$ cat config.mk
export PLATFORM = sky130hd
export DESIGN_NAME = uart_tx_fifo
export DESIGN_NICKNAME = d
export VERILOG_FILES = /design/src/rtl/uart_tx_fifo.sv
export SDC_FILE = /design/constraint.sdc
export NUM_CORES = 1
export LEC_CHECK = 0
export ABC_CLOCK_PERIOD_IN_PS = 5700
export BUFFER_PORTS_ARGS = -buffer_cell sky130_fd_sc_hd__buf_2
export CORE_MARGIN = 2
export CORE_UTILIZATION = 25
export DETAILED_ROUTE_END_ITERATION = 16
export PLACE_DENSITY_LB_ADDON = 0.12
export SLEW_MARGIN = 20
export SYNTH_ARGS = -nofsm -noshare
export SYNTH_HDL_FRONTEND = slang
export SYNTH_SLANG_ARGS = --single-unit
$ cat constraint.sdc
create_clock -name clk -period 5.7 [get_ports clk]
set_input_delay 0.285 -clock clk [delete_from_list [all_inputs] [get_ports clk]]
set_output_delay 0.285 -clock clk [all_outputs]
set_load 0.05 [all_outputs]
$ cat src/rtl/uart_tx_fifo.sv
// UART transmitter with a write FIFO, a runtime baud divisor and sticky overflow.
// Latency: a write into an empty FIFO while idle drives the start bit one clock later.
// Backpressure: none; a write while full is dropped and sets overflow.
// Ports: clk/rst_n (async active-low); wr_en/wr_data push; baud_div clocks per bit,
//   sampled at frame start; ovf_clr clears overflow; fifo_full/fifo_empty/fifo_level
//   status; overflow sticky drop flag; tx_busy frame in progress; uart_tx serial out.
// Optional: define UART_TX_PARITY_EN to insert a parity bit after the data bits.
module uart_tx_fifo #(
  parameter int DATA_BITS  = 8,
  parameter int FIFO_DEPTH = 16,
  parameter int DIV_WIDTH  = 16,
  parameter int STOP_BITS  = 1,
  parameter int PARITY_ODD = 0
) (
  input  logic                          clk,
  input  logic                          rst_n,
  input  logic                          wr_en,
  input  logic [DATA_BITS-1:0]          wr_data,
  input  logic [DIV_WIDTH-1:0]          baud_div,
  input  logic                          ovf_clr,
  output logic                          fifo_full,
  output logic                          fifo_empty,
  output logic [$clog2(FIFO_DEPTH):0]   fifo_level,
  output logic                          overflow,
  output logic                          tx_busy,
  output logic                          uart_tx
);

  localparam int AW = $clog2(FIFO_DEPTH);
  localparam int BW = $clog2(DATA_BITS);

`ifdef UART_TX_PARITY_EN
  typedef enum logic [2:0] {IDLE, START, DATA, PARITY, STOP} state_t;
`else
  typedef enum logic [2:0] {IDLE, START, DATA, STOP} state_t;
`endif

  // ---------------- FIFO ----------------
  logic [AW:0]           wptr_q, rptr_q;
  logic [DATA_BITS-1:0]  mem_q [FIFO_DEPTH];
  logic                  push, pop;
  logic [DATA_BITS-1:0]  head;
  logic                  ovf_q;

  assign fifo_empty = (wptr_q == rptr_q);
  assign fifo_full  = (wptr_q[AW] != rptr_q[AW]) && (wptr_q[AW-1:0] == rptr_q[AW-1:0]);
  assign fifo_level = wptr_q - rptr_q;
  assign push       = wr_en && !fifo_full;
  assign head       = mem_q[rptr_q[AW-1:0]];
  assign overflow   = ovf_q;

  always_ff @(posedge clk or negedge rst_n) begin
    if (!rst_n) begin
      wptr_q <= '0;
      rptr_q <= '0;
      ovf_q  <= 1'b0;
    end else begin
      if (push) wptr_q <= wptr_q + (AW+1)'(1);
      if (pop)  rptr_q <= rptr_q + (AW+1)'(1);
      // A drop in the same cycle as a clear keeps the flag set.
      if (wr_en && fifo_full) ovf_q <= 1'b1;
      else if (ovf_clr)       ovf_q <= 1'b0;
    end
  end

  always_ff @(posedge clk) begin
    if (push) mem_q[wptr_q[AW-1:0]] <= wr_data;
  end

  // ---------------- Transmit FSM ----------------
  state_t                state_q, state_d;
  logic [DIV_WIDTH-1:0]  cnt_q, cnt_d, div_q, div_d, div_eff;
  logic [BW-1:0]         bit_q, bit_d;
  logic [DATA_BITS-1:0]  shift_q, shift_d;
  logic                  tx_q, tx_d, busy_q;
  logic                  bit_end, last_data, last_stop, start_frame;
`ifdef UART_TX_PARITY_EN
  logic                  par_q, par_d;
`else
  logic                  unused_parity_odd;
  assign unused_parity_odd = (PARITY_ODD != 0);
`endif

  assign div_eff   = (baud_div == '0) ? DIV_WIDTH'(1) : baud_div;
  assign bit_end   = (cnt_q == '0);
  assign last_data = (bit_q == BW'(DATA_BITS-1));
  assign last_stop = (bit_q == BW'(STOP_BITS-1));
  // A frame starts from IDLE, or straight out of the last stop bit when more data waits.
  assign start_frame = !fifo_empty &&
                       ((state_q == IDLE) || (state_q == STOP && bit_end && last_stop));
  assign tx_busy   = busy_q;
  assign uart_tx   = tx_q;

  // State register (with datapath registers).
  always_ff @(posedge clk or negedge rst_n) begin
    if (!rst_n) begin
      state_q <= IDLE;
      cnt_q   <= '0;
      div_q   <= DIV_WIDTH'(1);
      bit_q   <= '0;
      shift_q <= '0;
      tx_q    <= 1'b1;
      busy_q  <= 1'b0;
`ifdef UART_TX_PARITY_EN
      par_q   <= 1'b0;
`endif
    end else begin
      state_q <= state_d;
      cnt_q   <= cnt_d;
      div_q   <= div_d;
      bit_q   <= bit_d;
      shift_q <= shift_d;
      tx_q    <= tx_d;
      busy_q  <= (state_d != IDLE);
`ifdef UART_TX_PARITY_EN
      par_q   <= par_d;
`endif
    end
  end

  // Next-state logic.
  always_comb begin
    state_d = state_q;
    unique case (state_q)
      IDLE:  if (!fifo_empty) state_d = START;
      START: if (bit_end) state_d = DATA;
`ifdef UART_TX_PARITY_EN
      DATA:   if (bit_end && last_data) state_d = PARITY;
      PARITY: if (bit_end) state_d = STOP;
`else
      DATA:  if (bit_end && last_data) state_d = STOP;
`endif
      STOP:  if (bit_end && last_stop) state_d = fifo_empty ? IDLE : START;
      default: state_d = IDLE;
    endcase
  end

  // Output / datapath logic; tx_d is registered so uart_tx is glitch-free.
  always_comb begin
    pop     = 1'b0;
    cnt_d   = cnt_q;
    div_d   = div_q;
    bit_d   = bit_q;
    shift_d = shift_q;
    tx_d    = tx_q;
`ifdef UART_TX_PARITY_EN
    par_d   = par_q;
`endif
    if (start_frame) begin
      pop     = 1'b1;
      shift_d = head;
      div_d   = div_eff;
      cnt_d   = div_eff - DIV_WIDTH'(1);
      bit_d   = '0;
      tx_d    = 1'b0;
`ifdef UART_TX_PARITY_EN
      par_d   = (^head) ^ (PARITY_ODD != 0);
`endif
    end else if (state_q != IDLE) begin
      if (!bit_end) begin
        cnt_d = cnt_q - DIV_WIDTH'(1);
      end else begin
        cnt_d = div_q - DIV_WIDTH'(1);
        unique case (state_q)
          START: begin
            tx_d  = shift_q[0];
            bit_d = '0;
          end
          DATA: begin
            if (last_data) begin
`ifdef UART_TX_PARITY_EN
              tx_d = par_q;
`else
              tx_d = 1'b1;
`endif
              bit_d = '0;
            end else begin
              shift_d = shift_q >> 1;
              tx_d    = shift_q[1];
              bit_d   = bit_q + BW'(1);
            end
          end
`ifdef UART_TX_PARITY_EN
          PARITY: begin
            tx_d  = 1'b1;
            bit_d = '0;
          end
`endif
          STOP: begin
            tx_d = 1'b1;
            if (!last_stop) bit_d = bit_q + BW'(1);
          end
          default: tx_d = 1'b1;
        endcase
      end
    end
  end

endmodule

==> qor.yml <==
initial_core_util_pct: 25.2
crit_fanout: 60
grt_pass1_vias: 5500
skew_ps: 11.0
slew_viol_final: 0
final-setup-viol-count: 0
nNetsFinal: 697
vias_per_cell: 4.66
synth_fp_nets: 664
post_cts_buffers: 0
synth-edff-count: 128
crit_path_max_incr_delay_ps: 720
cts_buffer_depth: 2
timing.hold.ws_ps: 32.5
clock_sinks: 187
vdd_drop_max_v: 0.000270
multi_input_area_um2: 3110
seqCellArea_um2: 5320
relSlewSlack_pct: 23.8
pwr-share-seq_pct: 39.9
synth_area_um2: 8630
setup_tns_ps: 0
path_clk_slew_ps: 80
hold_path.class: "in -> async"
cts_buffers: 17
arrival_ps: 4400
rsz0062_at_grt: "false"
leakage_uw: 0.00351
final_hold_viol_count: 0
switching_share_pct: 38.6
dp_hpwl_um: 14200
ctsHoldBuffers: 0
h-tree-depth: 4
total_power_uw: 4970
die_h_um: 190
clkLatencyLatePin_ps: 440
synth-seq-cells: 187
yosys_warnings: 0
postRouteAntennaNets: 0
internal_power_uw: 3050
drtPass1Iterations: 4
p_clk_share_pct: 23.8
first_iter_violations: 386
crit_required_ps: 5980
fin_crit_sh_pct: 72.3
grt-ovfl-total: 0
grt_max_degree: 61
filler_cell_count: 3468
power.density_nw_per_um2: 502
area_growth_pct: 14.7
cts_resized: 0
rr_startpoint: "rptr_q[2]"
grt_usage_pct: 12.5
synthArstFlopShare_pct: 31.6
r2r_slack_ps: 1580
via_count: 5238
endpoint_kind: "flip-flop"
p_switching_uw: 1920
cts_tree: "yes"
coreArea_um2: 34300
min_period_ps: 4120
grt_first_pass_wirelength_um: 33400
fmax_mhz: 243
dieArea_um2: 36000
antenna_cells: 0
avgSynthCellArea_um2: 13.9
crit_type: "reg -> reg"
maxCapViolCount: 0
yosysUniqueCellTypes: 76
io_buffers: 37
totalWireLength_um: 21500
drc_errors: 0
worst_r2r_endpoint: "cnt_q[14]"
wl_per_cell_um: 19.1
cts-root-buf: "clkbuf_16"
status: "completed"
crit_slowest_cell: "dfrtp_1"
path_cells: "inv_1 -> ha_1 -> nand4_1 -> o2111a_1 -> a21o_4 -> a211o_1 -> nand2_1 -> ha_1 -> inv_1 -> nor3_1 -> mux2i_4 -> nor3_2 -> xor2_1 -> a21oi_1"
power_frac_comb_pct: 36.2
antenna_found_initial: 0
worstMarginPinSlew_ps: 1140
io_pins: 38
layout-drive-gt1-share_pct: 22.0
synth-seq-area-share_pct: 61.7
rows: 68
reg2regPathDepth: 14
globalplace.congestion: 0.774
netlist_instances: 622
synthFlopType: "edfxtp_1"
die_w_um: 190
crit_path_start_kind: "flip-flop"
==> through the flow <==
step           utilization, %  std cells  instance area, um2  setup WS, ps
2_1_floorplan               -        622                8630          1760
3_3_place_gp             27.1       1091                9310          1650
3_5_place_dp             27.1       1091                9310          1590
4_1_cts                  28.9       1123                9890          1550
5_1_grt                  28.9       1123                9890          1280
6_report                 28.9       1123                9890          1580
==> per-layer routing <==
| layer | routed length (um) | GRT usage, % |
|---|---|---|
| met1 | 9660 | 15.6 |
| met2 | 10800 | 21.7 |
| met3 | 722 | 2.55 |
| met4 | 315 | 3.88 |
| met5 | 0 | 0 |
==> synth_stat cells, types with 4 or more instances <==
| master | n | area, um2 |
|---|---|---|
| ha_1 | 13 | 163 |
| dfrtp_1 | 57 | 1430 |
| a21oi_1 | 23 | 115 |
| a31oi_1 | 8 | 50.1 |
| edfxtp_1 | 128 | 3840 |
| mux2i_1 | 9 | 90.1 |
| o21ai_0 | 24 | 120 |
| nand2b_1 | 5 | 31.3 |
| nand4_1 | 6 | 37.5 |
| o21ai_1 | 7 | 35.0 |
| mux4_2 | 40 | 901 |
| nor4_1 | 4 | 25.0 |
| nand3_1 | 5 | 25.0 |
| a22oi_1 | 5 | 37.5 |
| or3_1 | 8 | 50.1 |
| xor2_1 | 8 | 70.1 |
| nor2_1 | 40 | 150 |
| buf_2 | 11 | 55.1 |
| a22o_1 | 4 | 35.0 |
| nor3_1 | 18 | 90.1 |
| inv_1 | 16 | 60.1 |
| nand2_1 | 76 | 285 |
| clkbuf_1 | 12 | 45.0 |
| xnor2_1 | 12 | 105 |
==> sequential cells by signal, summed over array words and instances (netlist names) <==
| signal | cells |
|---|---|
| mem_q | 128 |
| shift_q | 8 |
| rptr_q | 5 |
| overflow | 1 |
| bit_q | 3 |
| state_q | 3 |
| cnt_q | 16 |
| tx_busy | 1 |
| div_q | 16 |
| uart_tx | 1 |
| wptr_q | 5 |
==> power by group through the flow <==
| stage | logic, uW | clock network [uW] | registers (uW) |
|---|---|---|---|
| final | 1800 | 1190 | 1990 |
| after global routing | 1980 | 1280 | 2020 |
| after CTS | 1850 | 1230 | 1980 |
| after detailed placement | 1840 | 0 | 2010 |
| after global placement | 1830 | 0 | 2000 |
| after floorplan | 1390 | 0 | 1920 |
==> area by class of cell <==
type,count,area share (%)
flip-flops and latches,187,53.8
repair buffers,45,2.48
well taps,455,5.75
clock buffers,17,4.30
multi-input cells,387,31.4
inverters,17,0.645
clock inverters,15,1.63
==> cells in the final DEF, fill, tap and decap left out, drive strengths merged, types with 8 or more instances in the layout <==
| master | instances |
|---|---|
| nand2 | 77 |
| ha | 13 |
| nor3 | 20 |
| nor2 | 42 |
| inv | 22 |
| o21ai | 31 |
| clkbuf | 17 |
| a31oi | 8 |
| mux2i | 11 |
| a21oi | 26 |
| or3 | 8 |
| xor2 | 8 |
| xnor2 | 12 |
| dfrtp | 57 |
| clkinv | 8 |
| edfxtp | 128 |
| buf | 45 |
| mux4 | 40 |
==> critical path, delay by kind of cell, from the launching register on <==
family,cells,cell delay [ps]
AND/OR/NAND/NOR,4,780
AO/OA/AOI/OAI,4,1210
multiplexers,1,190
adder cells (fa/ha/maj),2,700
XOR/XNOR,1,160
flip-flops,1,720
buffers and inverters,2,160
==> cells by family after synthesis <==
logic type,Yosys count,share of synthesized area (%)
and+or+nand+nor,189,10.8
DFF,187,61.7
other,1,0.0435
muxes,52,12.0
AOI/OAI and AO/OA,111,8.77
buffers and inverters,48,2.55
xor gates and xnor gates,20,2.03
adders and majority gates,14,2.12
==> worst max-delay path by stage <==
| stage | startpoint | endpoint | slack (ps) | depth (start not counted) |
|---|---|---|---|---|
| after floorplan | rptr_q[1] | cnt_q[10] | 1760 | 18 |
| after global placement | rptr_q[2] | cnt_q[14] | 1650 | 14 |
| after detailed placement | rptr_q[2] | cnt_q[10] | 1590 | 14 |
| after CTS | rptr_q[2] | cnt_q[10] | 1550 | 14 |
| after global routing | rptr_q[2] | cnt_q[14] | 1280 | 14 |
| final | rptr_q[2] | cnt_q[14] | 1580 | 14 |
(Power assumes the default switching activity.)
